File: src/rtl/pc_seq_ctrl_pkg.sv
// Shared definitions for the PC sequencing controller: state encoding,
// default vectors, MIPS ExcCodes and Cause word layout.
package pc_seq_ctrl_pkg;

  typedef enum logic [1:0] {
    ST_RUN   = 2'd0,
    ST_STALL = 2'd1,
    ST_FLUSH = 2'd2,
    ST_HALT  = 2'd3
  } state_e;

  localparam logic [31:0] RESET_VECTOR_DEF = 32'h0040_0000;
  localparam logic [31:0] EXC_VECTOR_DEF   = 32'h0040_0004;

  localparam logic [4:0] EXC_SYSCALL = 5'd8;
  localparam logic [4:0] EXC_BREAK   = 5'd9;
  localparam logic [4:0] EXC_TEQ     = 5'd13;

  localparam int CAUSE_BD      = 31;
  localparam int CAUSE_EXC_MSB = 6;
  localparam int CAUSE_EXC_LSB = 2;

  function automatic logic [31:0] make_cause(input logic bd, input logic [4:0] code);
    logic [31:0] c;
    c = '0;
    c[CAUSE_BD] = bd;
    c[CAUSE_EXC_MSB:CAUSE_EXC_LSB] = code;
    return c;
  endfunction

endpackage

File: src/rtl/pc_seq_ctrl.sv
// PC sequencing controller: chooses the next PC, tracks the branch delay slot,
// inserts the post-exception flush bubble and drives the EPC/Cause strobe.
module pc_seq_ctrl
  import pc_seq_ctrl_pkg::*;
#(
  parameter logic [31:0] RESET_VECTOR = RESET_VECTOR_DEF,
  parameter logic [31:0] EXC_VECTOR   = EXC_VECTOR_DEF,
  parameter int          FLUSH_CYCLES = 1
) (
  input  logic        clk,
  input  logic        rst,
  input  logic [31:0] pc_cur,
  input  logic        br_taken,
  input  logic [31:0] br_target,
  input  logic        jmp,
  input  logic [31:0] jmp_target,
  input  logic        exc_req,
  input  logic [4:0]  exc_cause,
  input  logic        eret,
  input  logic [31:0] epc_in,
  input  logic        stall_req,
  input  logic        halt,
  output logic [31:0] pc_next,
  output logic        pc_we,
  output logic [31:0] epc_out,
  output logic [31:0] cause_out,
  output logic        epc_we,
  output logic [1:0]  state_o
);

  state_e      state_q, state_d;
  logic        pend_valid_q, pend_valid_d;
  logic [31:0] pend_target_q, pend_target_d;
  logic [1:0]  flush_cnt_q, flush_cnt_d;
  logic        run_eval;

  always_ff @(posedge clk) begin
    if (rst) begin
      state_q       <= ST_RUN;
      pend_valid_q  <= 1'b0;
      pend_target_q <= '0;
      flush_cnt_q   <= '0;
    end else begin
      state_q       <= state_d;
      pend_valid_q  <= pend_valid_d;
      pend_target_q <= pend_target_d;
      flush_cnt_q   <= flush_cnt_d;
    end
  end

  // The cycle in which stall_req has dropped is evaluated as a RUN cycle.
  assign run_eval = (state_q == ST_RUN) || ((state_q == ST_STALL) && !stall_req);

  always_comb begin
    state_d       = state_q;
    pend_valid_d  = pend_valid_q;
    pend_target_d = pend_target_q;
    flush_cnt_d   = flush_cnt_q;
    pc_we         = 1'b0;
    pc_next       = pc_cur + 32'd4;
    epc_we        = 1'b0;
    epc_out       = pend_valid_q ? (pc_cur - 32'd4) : pc_cur;
    cause_out     = make_cause(pend_valid_q, exc_cause);

    unique case (state_q)
      ST_FLUSH: begin
        flush_cnt_d = flush_cnt_q - 2'd1;
        if (flush_cnt_q <= 2'd1) state_d = ST_RUN;
      end
      default: ;
    endcase

    if (run_eval) begin
      state_d = ST_RUN;
      if (exc_req) begin
        pc_we        = 1'b1;
        pc_next      = EXC_VECTOR;
        epc_we       = 1'b1;
        pend_valid_d = 1'b0;
        flush_cnt_d  = 2'(FLUSH_CYCLES);
        state_d      = ST_FLUSH;
      end else if (eret) begin
        pc_we        = 1'b1;
        pc_next      = epc_in;
        pend_valid_d = 1'b0;
      end else if (stall_req) begin
        state_d = ST_STALL;
      end else if (halt) begin
        state_d = ST_HALT;
      end else if (pend_valid_q) begin
        // Delay slot retires; any branch/jump it carries is dropped.
        pc_we        = 1'b1;
        pc_next      = pend_target_q;
        pend_valid_d = 1'b0;
      end else begin
        pc_we = 1'b1;
        if (jmp) begin
          pend_target_d = jmp_target;
          pend_valid_d  = 1'b1;
        end else if (br_taken) begin
          pend_target_d = br_target;
          pend_valid_d  = 1'b1;
        end
      end
    end

    if (rst) begin
      pc_we   = 1'b0;
      pc_next = RESET_VECTOR;
      epc_we  = 1'b0;
    end
  end

  assign state_o = state_q;

endmodule

File: config.mk
export PLATFORM = sky130hd
export DESIGN_NAME = pc_seq_ctrl
export DESIGN_NICKNAME = d
export VERILOG_FILES = /design/src/rtl/pc_seq_ctrl_pkg.sv /design/src/rtl/pc_seq_ctrl.sv
export SDC_FILE = /design/constraint.sdc
export NUM_CORES = 1
export LEC_CHECK = 0
export BUFFER_PORTS_ARGS = -buffer_cell sky130_fd_sc_hd__buf_2
export CAP_MARGIN = 0
export CORE_ASPECT_RATIO = 2
export CORE_MARGIN = 4
export CORE_UTILIZATION = 48
export CTS_CLUSTER_SIZE = 24
export DETAILED_ROUTE_END_ITERATION = 8
export PLACE_DENSITY = 0.88
export SETUP_SLACK_MARGIN = 0.05
export SKIP_CTS_REPAIR_TIMING = 1
export SYNTH_ARGS = -nofsm -noshare
export SYNTH_HDL_FRONTEND = slang
export SYNTH_SLANG_ARGS = --single-unit
File: constraint.sdc
create_clock -name clk -period 3.6 [get_ports clk]
set_clock_uncertainty 0.2 [all_clocks]
set_input_delay 0.18 -clock clk [delete_from_list [all_inputs] [get_ports clk]]
set_output_delay 0.18 -clock clk [all_outputs]
set_load 0.05 [all_outputs]
# ---- Word-level counts from Yosys, hierarchy flattened
# Cells that the tools add are included.
dict set report totals {
  register_bits 37
  input_bits 141
  word_cells 63
}
dict set report op_classes {
  add_sub_neg 3
  magnitude_cmp 1
  eq_ne 4
  muxes 36
  bitwise 5
  reduce_logical 10
}
# cell count
set op_table {}
lappend op_table {{2-to-1 mux 32 bit} 10}
lappend op_table {{adder 32 x 3 -> 32 bit, second input constant} 1}
lappend op_table {{subtractor 32 x 3 -> 32 bit, second input constant} 1}
lappend op_table {{2-to-1 mux 2 bit} 10}
lappend op_table {{2-to-1 mux 1 bit} 16}
lappend op_table {{AND reduction 7 bit} 1}
lappend op_table {{!= test 3 bit, second input constant} 2}
lappend op_table {{nonzero test 2 bit} 3}
lappend op_table {{NOT 1 bit} 5}
lappend op_table {{AND reduction 3 bit} 1}
lappend op_table {{equality test 2 x 1 -> 1 bit, second input constant} 1}
lappend op_table {{equality test 2 bit, second input constant} 1}
lappend op_table {{less-or-equal comparator 2 x 1 -> 1 bit, second input constant} 1}
lappend op_table {{logical NOT 2 bit} 1}
lappend op_table {{AND reduction 2 bit} 1}
lappend op_table {{subtractor 2 x 1 -> 2 bit, second input constant} 1}
lappend op_table {{logical AND 1 bit} 1}
lappend op_table {{logical NOT 1 bit} 1}
lappend op_table {{logical OR 1 bit} 1}

# ---- Longest topological paths before layout
# Gate-level depths: netlist of the first run.
dict set report logic_depth {
  depth_word 8
  mapped_depth 8
  mapped_depth_nobuf 7
}

# ---- Least setup slack after synthesis of the first run
# Ideal clock, no wire load.
dict set report synth_timing {
  path_type {register to output}
  startpoint {register state_q[1] (netlist: state_o[1])}
  endpoint {output pc_next[18]}
  arrival_time_ps 2779
  required_time_ps 3220
  slack_ps 441
  path_stages_with_launch 6
  path_cell_list {dfxtp_1 clkbuf_1 a21oi_1 o21ai_1 clkbuf_1 a221oi_1}
}
dict set report synth_via {
  elab_chain_len 5
}
# element line
set synth_lines {}
lappend synth_lines {{start: declaration} pc_seq_ctrl.sv:31} ;# state_e state_q, state_d;
lappend synth_lines {{start signal: assignment} pc_seq_ctrl.sv:44} ;# state_q <= state_d;
lappend synth_lines {{equality test 2 x 1 -> 1 bit} pc_seq_ctrl.sv:52} ;# assign run_eval = (state_q == ST_RUN) || ((state_q == ST_STALL) && !stall_req);
lappend synth_lines {{logical AND 1 bit} pc_seq_ctrl.sv:52}
lappend synth_lines {{logical OR 1 bit (*)} pc_seq_ctrl.sv:52}
lappend synth_lines {{2-to-1 mux 32 bit (*)} pc_seq_ctrl.sv:73} ;# if (run_eval) begin
lappend synth_lines {{2-to-1 mux 32 bit (*)} pc_seq_ctrl.sv:107} ;# if (rst) begin
lappend synth_lines {{end: declaration} pc_seq_ctrl.sv:23} ;# output logic [31:0] pc_next,
# Every way passes the cells marked *; elsewhere a longest branch is shown, timed or not.

# ---- Worst setup path in the final report of the first run
dict set report layout_timing {
  startpoint {register pend_valid_q}
  endpoint {output epc_out[19]}
}
dict set report layout_via {
  elab_chain_len 1
}
# element line
set layout_lines {}
lappend layout_lines {{start: declaration} pc_seq_ctrl.sv:32} ;# logic pend_valid_q, pend_valid_d;
lappend layout_lines {{start signal: assignment} pc_seq_ctrl.sv:45} ;# pend_valid_q <= pend_valid_d;
lappend layout_lines {{2-to-1 mux 32 bit} pc_seq_ctrl.sv:62} ;# epc_out = pend_valid_q ? (pc_cur - 32'd4) : pc_cur;
lappend layout_lines {{end: declaration} pc_seq_ctrl.sv:25} ;# output logic [31:0] epc_out,
# Every way passes these cells.

==> results of run 1 <==
[metal layers]
layer  part of all wire [%]  up-vias
met2                     53      229
met5                      0        -
met4                    5.2        0
met1                     34     2001
met3                    7.4       52
li1                       -     2159
[cells in the final DEF (no fill, tap or decap), types with 4 or more instances in the layout]
cell type and instances:
inv_1 8, xnor2_1 20, nand2_1 28, clkbuf_16 5, and3_1 8, nand3_1 16
a31oi_1 4, mux2_2 9, xor2_1 37, a221oi_1 8, o221ai_1 4, mux2i_1 35
buf_4 7, o21ai_0 16, o22ai_1 7, a21oi_1 21, dfxtp_1 37, a211oi_1 40
conb_1 26, nor3_1 13, nor2_1 66, buf_2 204, nand2b_1 7, nand4_1 10
[per-stage QoR]
| step | setup WS [ns] | hold slack, ns | cells |
|---|---|---|---|
| 2_1_floorplan | 0.441 | 0.176 | 557 |
| 3_3_place_gp | 0.928 | 0.160 | 779 |
| 3_5_place_dp | 0.850 | 0.160 | 779 |
| 4_1_cts | 0.612 | 0.0444 | 786 |
| 5_1_grt | 0.384 | 0.0503 | 786 |
| 6_report | 0.616 | 0.0386 | 786 |
[cells by family (layout without fill, tap and decap cells)]
family	count (synthesis)	in the layout	share of synthesized area, %
flip-flops	37	37	18.5
AND/OR/NAND/NOR	180	180	24.3
buffers and inverters	95	226	13.2
adder cells (fa/ha/maj)	3	3	0.936
XOR/XNOR	57	57	12.4
other	1	26	0.0935
multiplexers	44	44	11.3
AO/OA/AOI/OAI	115	115	19.4
[worst reg2reg max path: cells and delay by family, from the launching register on]
kind	cells	cell delay, ns
AO/OA/AOI/OAI	2	0.40
buffers and inverters	1	0.48
flip-flops	1	0.38
AND/OR/NAND/NOR	3	0.43
[report_power, final]
part	internal, mW	leakage, nW	switching (mW)
sequential	0.424	0.300	0.0122
combinational	0.187	1.90	0.483
clock	0.271	0.0700	0.154
total	0.883	2.27	0.649
[worst min path at each step]
| stage | start | end | slack, ns | cells past startpoint |
|---|---|---|---|---|
| 6_report | br_target[8] | pend_target_q[8] | 0.04 | 3 |
| 5_1_grt | br_target[8] | pend_target_q[8] | 0.05 | 3 |
| 4_1_cts | br_target[8] | pend_target_q[8] | 0.04 | 3 |
| 3_5_place_dp | exc_cause[4] | cause_out[6] | 0.16 | 0 |
| 3_3_place_gp | exc_cause[4] | cause_out[6] | 0.16 | 0 |
| 2_1_floorplan | exc_req | state_o[1] | 0.18 | 2 |
[sequential cells by signal, summed over array words and instances, names as in the netlist]
| register | count |
|---|---|
| pend_valid_q | 1 |
| pend_target_q | 32 |
| flush_cnt_q | 2 |
| state_o | 2 |
[cells in the mapped netlist, drive strengths merged, types with 2 or more instances]
master  count  area, um2
a32oi       2       17.5
ha          3       37.5
inv         8       30.0
and3        8       50.1
nor4        7       92.6
nor2b       3       18.8
or4         5       45.0
nor3       16        101
or3         2       12.5
clkbuf     27        104
dfxtp      37        741
nor2       68        258
o22ai       7       43.8
nand4      12       87.6
a22o        2       17.5
o31ai       3       22.5
a211oi     40        300
mux2i      35        350
buf        60        394
o21ai      17       85.1
xor2       37        324
a21oi      21        105
nand2      29        111
xnor2      20        175
a31oi       4       25.0
o221ai      4       35.0
nand2b      7       43.8
a221oi      8       70.1
mux2        9        101
nand3      16       80.1
o21a        2       15.0
[cell type report]
class	count	area (um2)	share of cell area [%]
clock buffers	7	143	2.88
flip-flops and latches	37	741	14.9
multi-input cells	425	2850	57.5
inverters	8	30.0	0.606
repair buffers	211	1070	21.7
well taps	98	123	2.47
==> impl_results.rst, run 1 <==
.. list-table::
   :header-rows: 1

   * - Metric
     - Value
   * - Io pins
     - 241
   * - Power Dens Cells
     - ~310 nW/um2
   * - Count of nets left with antenna violations after detail routing
     - 0
   * - Floorplan die height
     - around 140 um
   * - Critical path capture point
     - epc_out[19]
   * - Crit path max-delay cell type
     - dfxtp_1
   * - H-tree depth
     - 2
   * - Flop and latch count out of synthesis
     - 37
   * - Total non-filler cell area in the finished layout
     - approximately 5000 um2
   * - TritonCTS clock tree
     - yes
   * - CTS Root Cell
     - clkbuf_16
   * - Largest fanout on the critical path
     - 14
   * - Warnings from Yosys
     - 0
   * - Depth of the critical timing path with buffers and inverters included
     - 6
   * - Synthesized instance count
     - between 500 and 600
   * - Sequential share of the synthesized area
     - ~18%
   * - Proportion of layout cells with a drive suffix above 1
     - a little over a third
   * - Top achievable clock speed
     - approximately 0.34 GHz
   * - Period minus WS final
     - slightly below 3 ns
   * - Number of violations of the max-capacitance limit
     - 0
   * - Number of DRC violations after detailed routing
     - 0
   * - Setup slack of the worst register-to-register path
     - around 1.6 ns
   * - Unrepaired setup endpoints after global routing
     - false
   * - Worst setup path start
     - pend_valid_q
   * - Yosys cell types
     - 57
   * - Buffer and inverter count on the worst path
     - 1
   * - Pin count of the biggest net entering global routing
     - 66
   * - Largest delay share family, worst path
     - simple AND/OR/NAND/NOR gates
   * - Post-detail-place hpwl
     - around 11000 um
   * - Cell leakage power
     - ~2.3 nW
   * - Post-detailed-route via-to-cell ratio
     - around 5.7
   * - Last weighted congestion value of the routability-driven placer
     - 0.953
   * - Wire length of the first global-routing pass
     - between 20000 and 25000 um
   * - Num Clock Sinks
     - 37
   * - Total Die Area
     - between 9000 and 10000 um2
   * - Clock-pin slew of the registers on the worst-case setup and hold paths
     - about 0.050 ns
   * - Worst path cell trace
     - nor4b_4, and4_1, nand2_1, nor3_1, xor2_1, buf_2
   * - Effective utilization at floorplan
     - between 40% and 50%
   * - Critical path class
     - reg -> out
   * - CP Capture Type
     - output pin
   * - Main synth FF type
     - dfxtp_1
   * - Number of violations reported at the end of detailed-routing iteration 0
     - between 300 and 400
   * - Area of the mapped netlist
     - between 4000 and 5000 um2
   * - Global router's overall resource usage
     - 25.5%
   * - Count of endpoints failing hold in the final timing report
     - 0
   * - Routed Wire Length
     - 13300 um
   * - Number of setup violations in the final report
     - 0
   * - Path depth of the worst reg2reg path
     - 6
   * - Drt wl/cell
     - 16.9 um
   * - Total count of max-transition violations in the final report
     - 0
   * - Busiest grt layer
     - met2
   * - Global-route met2 utilization
     - 46.6%
   * - Crit path required time
     - between 3 and 4 ns
   * - Post-synthesis average cell area
     - approximately 7.5 um2
   * - Max IR drop VDD
     - between 0.2 and 0.25 mV
   * - GR met1 Demand/Resource
     - a little over a quarter
   * - Latest clock arrival within the worst-skew pair
     - 0.28 ns
   * - Largest stage delay on the critical path
     - between 0.6 and 0.7 ns
   * - Post-place instance area
     - ~4800 um2
   * - Area growth from synthesis to layout
     - 23.6%
   * - Grt met3 use
     - ~3.9%
   * - Share of flip-flops with an asynchronous set or reset
     - 0%
   * - Class of the worst hold path
     - in -> reg
   * - Via count of the routed design
     - 4441
   * - Count of flip-flops with a built-in enable after synthesis
     - 0
   * - Area of the core
     - approximately 8000 um2
   * - Die X
     - between 70 and 80 um
   * - Remaining global-route overflow
     - 0
   * - Antenna Cells
     - 0
   * - Category of the worst setup path launch point
     - flop
   * - Antenna violations before repair
     - 0
   * - Slew @ Worst Pin
     - between 0.8 and 0.9 ns
   * - Setup TNS
     - 0 ns
   * - Via count of the first global-routing pass
     - 4212
   * - Total power consumption of the routed design
     - 1.53 mW
   * - Maximum clock path buffer count
     - 2
   * - Run status
     - finished, final reports clean
   * - Terminus of the critical flop-to-flop path
     - pend_target_q[17]
   * - Layout Utilization
     - 60.2%
   * - Number of clock buffers inserted by TritonCTS
     - 5
   * - Critical path arrival
     - ~2.6 ns
   * - Port bufs
     - just over 200
   * - Final layout net count
     - around 830
   * - Worst reg2reg startpoint
     - state_o[1]
   * - Share of the clock period used by the worst path after layout
     - between 80% and 90%
   * - Number of fill cells in the layout
     - approximately 780
   * - Slew margin rel.
     - a little over two fifths
   * - 1st-pass router iterations
     - 5
   * - Row count
     - 47
Note: power is estimated with default switching activity, not from simulation.
==> inputs of run 2 (changes only) <==
--- a/config.mk
+++ b/config.mk
@@ -9,10 +9,10 @@
 export CAP_MARGIN = 0
 export CORE_ASPECT_RATIO = 2
 export CORE_MARGIN = 4
-export CORE_UTILIZATION = 48
+export CORE_UTILIZATION = 40
 export CTS_CLUSTER_SIZE = 24
 export DETAILED_ROUTE_END_ITERATION = 8
-export PLACE_DENSITY = 0.88
+export PLACE_DENSITY = 0.78
 export SETUP_SLACK_MARGIN = 0.05
 export SKIP_CTS_REPAIR_TIMING = 1
 export SYNTH_ARGS = -nofsm -noshare
==> constraint.sdc (replaced) <==
create_clock -name clk -period 2.6 [get_ports clk]
set_clock_uncertainty 0.2 [all_clocks]
set_input_delay 0.13 -clock clk [delete_from_list [all_inputs] [get_ports clk]]
set_output_delay 0.13 -clock clk [all_outputs]
set_load 0.05 [all_outputs]
==> impl_results.rst, run 2 (synthesis results as in run 1) <==
.. list-table::
   :header-rows: 1

   * - Metric
     - Value
   * - Floorplan die height
     - 150 um
   * - Number of instances in the placed design
     - 828
   * - Area of combinational cells with multiple inputs
     - slightly above 3000 um2
   * - Largest stage delay on the critical path
     - 0.34 ns
   * - Most common library cell in the layout ignoring fill and taps
     - buf_2
   * - Grt met3 use
     - ~4.2%
   * - Number of cells traversed by the worst hold path
     - 3
   * - Wire length of the first global-routing pass
     - 22300 um
   * - Period minus WS final
     - about 2.4 ns
   * - Cell leakage power
     - ~2.4 nW
   * - Via count of the first global-routing pass
     - about 4700
   * - Terminus of the critical flop-to-flop path
     - pend_target_q[20]
   * - Share of the clock period used by the worst path after layout
     - approximately 94%
   * - Top achievable clock speed
     - between 0.4 and 0.5 GHz
   * - CP Capture Type
     - output pin
   * - Maximum clock path buffer count
     - 2
   * - Final layout net count
     - between 800 and 900
   * - Global-route met2 utilization
     - between 40 and 50%
   * - Total power consumption of the routed design
     - approximately 2.2 mW
   * - Crit path required time
     - roughly 2.3 ns
   * - Worst path cell trace
     - buf_4, nor3b_1, buf_4, o21ai_4, buf_12, o21ai_0, a21oi_2, buf_2
   * - Endpoint of the worst hold-timing path
     - pend_target_q[15]
   * - Busiest grt layer
     - met2
   * - Run status
     - finished, violations left
   * - 1st-pass router iterations
     - 4
   * - CTS Root Cell
     - clkbuf_16
   * - Die X
     - ~80 um
   * - Critical path arrival
     - ~2.1 ns
   * - Antenna violations before repair
     - 2
   * - Area growth from synthesis to layout
     - 36.7%
   * - Latest clock arrival within the worst-skew pair
     - 0.28 ns
   * - Flip-flop and latch area
     - about 740 um2
   * - H-tree depth
     - 2
   * - Largest fanout on the critical path
     - 23
   * - Category of the worst setup path launch point
     - flop
   * - Routed Wire Length
     - between 10000 and 15000 um
   * - Number of non-filler instances in the completed layout
     - approximately 840
   * - Setup slack of the worst register-to-register path
     - 0.74 ns
   * - Power Dens Cells
     - roughly 400 nW/um2
   * - GR met1 Demand/Resource
     - between 20% and 30%
   * - Crit path max-delay cell type
     - dfxtp_2
   * - Hold slack
     - -0.00890 ns
   * - Clock-pin slew of the registers on the worst-case setup and hold paths
     - roughly 0.05 ns
   * - Count of endpoints failing hold in the final timing report
     - 4
   * - Post-detailed-route via-to-cell ratio
     - approximately 5.4
   * - Total Die Area
     - 11800 um2
   * - Worst reg2reg startpoint
     - state_o[1]
   * - Class of the worst hold path
     - in -> reg
   * - Number of violations reported at the end of detailed-routing iteration 0
     - roughly 150
   * - Effective utilization at floorplan
     - between 40% and 50%
   * - Count of nets left with antenna violations after detail routing
     - 0
   * - TritonCTS clock tree
     - yes
   * - Num Clock Sinks
     - 37
   * - Via count of the routed design
     - about 4500
   * - Total count of max-transition violations in the final report
     - 0
   * - Remaining global-route overflow
     - 0
   * - Last weighted congestion value of the routability-driven placer
     - ~0.93
   * - Flip-flop count of the largest register after layout
     - 32
   * - Number of violations of the max-capacitance limit
     - 0
   * - Max IR drop VDD
     - about 0.35 mV
   * - Cell mode on critical path
     - buf_4
   * - Pin count of the biggest net entering global routing
     - 66
   * - Number of setup violations in the final report
     - 0
   * - Row count
     - 51
   * - Proportion of layout cells with a drive suffix above 1
     - 42.1%
   * - Area of the core
     - a little under 10000 um2
   * - Post-detail-place hpwl
     - approximately 12000 um
   * - Top register by number of flip-flops
     - pend_target_q
   * - Path depth of the worst reg2reg path
     - 6
   * - Port bufs
     - between 200 and 250
   * - Number of fill cells in the layout
     - 940
   * - Global router's overall resource usage
     - between 20% and 30%
   * - Commonest cells after routing, fill and taps aside
     - buf_2, nor2_1, xor2_1
   * - Violated checks
     - hold timing
   * - Hold path start
     - br_target[15]
   * - Drt wl/cell
     - 17.2 um
   * - Number of clock buffers inserted by TritonCTS
     - 5
   * - Unrepaired setup endpoints after global routing
     - false
   * - Critical path class
     - reg -> out
   * - Io pins
     - approximately 240
   * - Number of DRC violations after detailed routing
     - 0
run 2: final cells by class:
| class | instances | share of cell area [%] |
|---|---|---|
| multi-input cells | 425 | 56.5 |
| repair buffers | 230 | 23.9 |
| flip-flops and latches | 37 | 13.5 |
| well taps | 132 | 3.01 |
| clock buffers | 6 | 2.35 |
| inverters | 8 | 0.547 |
| clock inverters | 2 | 0.182 |
| diodes | 1 | 0.0456 |
run 2: how the worst max path moves through the flow:
stage | depth (start not counted) | slack (ns) | to | startpoint
detailed placement | 7 | 0.27 | pc_next[29] | pc_cur[19]
CTS | 6 | -0.02 | pc_next[2] | pend_valid_q
floorplan | 6 | -0.30 | pc_next[11] | state_o[1]
global route | 8 | 0.04 | pc_next[19] | pend_valid_q
global placement | 7 | 0.31 | pc_next[28] | pc_cur[19]
finish | 8 | 0.15 | pc_next[15] | pend_valid_q
run 2: stage by stage:
| step | area [um2] | utilization (%) | hold slack [ns] | worst slack [ns] | TNS, ns |
|---|---|---|---|---|---|
| floorplan | 4320 | - | 0.126 | -0.296 | -1.20 |
| global placement | 5250 | 53.8 | 0.0603 | 0.309 | 0 |
| detailed placement | 5250 | 53.8 | 0.0603 | 0.266 | 0 |
| CTS | 5390 | 55.2 | -0.0137 | -0.0179 | -0.0233 |
| global route | 5490 | 56.2 | 0.000756 | 0.0395 | 0 |
| finish | 5490 | 56.2 | -0.00890 | 0.151 | 0 |
run 2: per-layer routing:
layer | up-vias | share of wire (%)
met1 | 2007 | 33
met5 | - | 0.083
met2 | 214 | 53
met4 | 2 | 7.6
met3 | 79 | 6.1
li1 | 2202 | -
run 2: where the power goes:
part | internal (mW) | leakage [nW] | switching (mW)
Sequential | 0.588 | 0.301 | 0.0167
Clock | 0.351 | 0.0706 | 0.210
Combinational | 0.327 | 2.06 | 0.728
Total | 1.27 | 2.43 | 0.955
run 2: critical path, delay by kind of cell (launching register included):
family,cells,cell delay [ns]
DFF,1,0.34
AOI/OAI and AO/OA,3,0.54
buffers and inverters,4,0.82
and+or+nand+nor,1,0.14
==> inputs of run 3 (changes only) <==
--- a/config.mk
+++ b/config.mk
@@ -9,10 +9,10 @@
 export CAP_MARGIN = 0
 export CORE_ASPECT_RATIO = 2
 export CORE_MARGIN = 4
-export CORE_UTILIZATION = 40
+export CORE_UTILIZATION = 45
 export CTS_CLUSTER_SIZE = 24
 export DETAILED_ROUTE_END_ITERATION = 8
-export PLACE_DENSITY = 0.78
+export PLACE_DENSITY = 0.83
 export SETUP_SLACK_MARGIN = 0.05
 export SKIP_CTS_REPAIR_TIMING = 1
 export SYNTH_ARGS = -nofsm -noshare
==> constraint.sdc (replaced) <==
create_clock -name clk -period 2.71 [get_ports clk]
set_clock_uncertainty 0.2 [all_clocks]
set_input_delay 0.271 -clock clk [delete_from_list [all_inputs] [get_ports clk]]
set_output_delay 0.271 -clock clk [all_outputs]
set_load 0.05 [all_outputs]
==> impl_results.rst, run 3 (synthesis results as in run 1) <==
.. list-table::
   :header-rows: 1

   * - Metric
     - Value
   * - Run status
     - finished, violations left
   * - Violated checks
     - setup timing
   * - Area growth from synthesis to layout
     - 40.3%
   * - Crit path required time
     - about 2.2 ns
   * - Crit path max-delay cell type
     - nor4_4
   * - Proportion of layout cells with a drive suffix above 1
     - 44.1%
   * - Max IR drop VDD
     - 0.333 mV
   * - Number of setup violations in the final report
     - 1
   * - Port bufs
     - 204
   * - Number of DRC violations after detailed routing
     - 0
   * - Critical path class
     - reg -> out
   * - Count of nets left with antenna violations after detail routing
     - 0
   * - Number of clock buffers inserted by TritonCTS
     - 5
   * - Worst setup slack before clock tree synthesis
     - 0.0731 ns
   * - Wire length of the first global-routing pass
     - 20800 um
   * - Unrepaired setup endpoints after global routing
     - true
   * - Final layout net count
     - 851
   * - Antenna Cells
     - 0
   * - Layout Utilization
     - 65.1%
   * - Effective utilization at floorplan
     - between 40% and 50%
   * - Buffer and inverter count on the worst path
     - 1
   * - Count of endpoints failing hold in the final timing report
     - 0
   * - Setup TNS
     - -0.00168 ns
   * - H-tree depth
     - 2
   * - Post-detailed-route via-to-cell ratio
     - between 5 and 6
   * - Cell leakage power
     - roughly 2.5 nW
   * - Pin count of the biggest net entering global routing
     - 66
   * - Post-detail-place hpwl
     - about 11000 um
   * - Power Dens Cells
     - approximately 410 nW/um2
   * - Via count of the routed design
     - between 4000 and 5000
   * - CP Capture Type
     - output pin
   * - Last weighted congestion value of the routability-driven placer
     - 1.01
   * - Class of the worst hold path
     - in -> reg
   * - Number of fill cells in the layout
     - roughly 700
   * - CTS Root Cell
     - clkbuf_16
   * - Flip-flop count of the largest register after layout
     - 32
   * - Drt wl/cell
     - between 15 and 20 um
   * - Top register by number of flip-flops
     - pend_target_q
   * - TritonCTS clock tree
     - yes
   * - Number of instances in the placed design
     - 800
   * - Clock-pin slew of the registers on the worst-case setup and hold paths
     - 0.05 ns
   * - Number of non-filler instances in the completed layout
     - about 810
   * - Remaining global-route overflow
     - 0
   * - Total power consumption of the routed design
     - ~2.3 mW
   * - Largest fanout on the critical path
     - 8
   * - Die X
     - around 75 um
   * - Global router's overall resource usage
     - about 25%
   * - Antenna violations before repair
     - 0
   * - Total Die Area
     - 10600 um2
   * - Category of the worst setup path launch point
     - flop
   * - Top achievable clock speed
     - between 0.3 and 0.4 GHz
   * - Number of violations reported at the end of detailed-routing iteration 0
     - 167
   * - Setup WS post-layout
     - -0.00168 ns
   * - Share of the clock period used by the worst path after layout
     - 100%
   * - Total count of max-transition violations in the final report
     - 0
   * - Floorplan die height
     - about 140 um
   * - Largest delay share family, worst path
     - simple AND/OR/NAND/NOR gates
   * - Most common library cell in the layout ignoring fill and taps
     - buf_2
   * - Largest stage delay on the critical path
     - roughly 0.47 ns
   * - Period minus WS final
     - between 2 and 3 ns
   * - Maximum clock path buffer count
     - 2
   * - Via count of the first global-routing pass
     - roughly 4400
   * - Hold slack
     - between 0.1 and 0.15 ns
   * - Number of violations of the max-capacitance limit
     - 0
   * - Io pins
     - 241
   * - Commonest cells after routing, fill and taps aside
     - buf_2, nor2_1, dfxtp_1
   * - Row count
     - 48
   * - Routed Wire Length
     - roughly 14000 um
   * - 1st-pass router iterations
     - 5
   * - Critical path arrival
     - about 2.2 ns
   * - Worst path cell trace
     - nand3b_1, nor4_4, nand2_2, or4_4, xnor2_2, buf_6
   * - Flip-flop and latch area
     - 744 um2
   * - Total non-filler cell area in the finished layout
     - 5630 um2
   * - Area of the core
     - 8650 um2
   * - Area of combinational cells with multiple inputs
     - roughly 3200 um2
   * - Post-place instance area
     - about 5300 um2
   * - Num Clock Sinks
     - 37
   * - Latest clock arrival within the worst-skew pair
     - approximately 0.28 ns
## run 3: cell types whose count changed in the layout (fill, tap and decap cells not counted), sizes merged
cell    previous run  this run
bufinv             0         2
buf              220       214
clkbuf            16        21
clkinv             2         1
diode              1         0
## run 3: path summary, 6_finish.rpt
kind | startpoint | to | slack (ns) | depth (start not counted)
worst max-delay path | pend_valid_q | epc_out[14] | -0.002 | 6
worst min-delay path | br_target[18] | pend_target_q[18] | 0.13 | 3
worst max register to register | state_o[1] | pend_target_q[14] | 0.93 | 6
worst min register to register | pend_target_q[23] | pend_target_q[23] | 0.30 | 2
## run 3: final cells by class
cell class | instances | area share [%]
Sequential cell | 37 | 13.2
Clock inverter | 3 | 1.16
Clock buffer | 5 | 2.22
Timing Repair Buffer | 230 | 23.0
Tap cell | 100 | 2.22
Inverter | 8 | 0.533
Multi-Input combinational cell | 425 | 57.6
## run 3: power breakdown
part           switching, mW  leakage (nW)  internal (mW)  total (mW)
clock network          0.213        0.0938          0.525       0.738
logic                  0.694          2.11          0.304       0.998
registers             0.0170         0.301          0.563       0.580
## run 3: layer usage
layer  track usage (%)  wire length [um]  vias to the layer above
met4              16.2               754                        0
met5                 0                 0                        -
met3              2.84               969                       54
li1                  -                 -                     2189
met2              46.6              7330                      206
met1              25.0              4670                     1968
## run 3: worst reg2reg max path, stage by stage, from the launching register on
cell and delay, ns:
dfxtp_1 0.41, nor2_1 0.19, o211ai_1 0.15, nor2_4 0.15, buf_12 0.25, nor2_1 0.10, a211oi_1 0.24
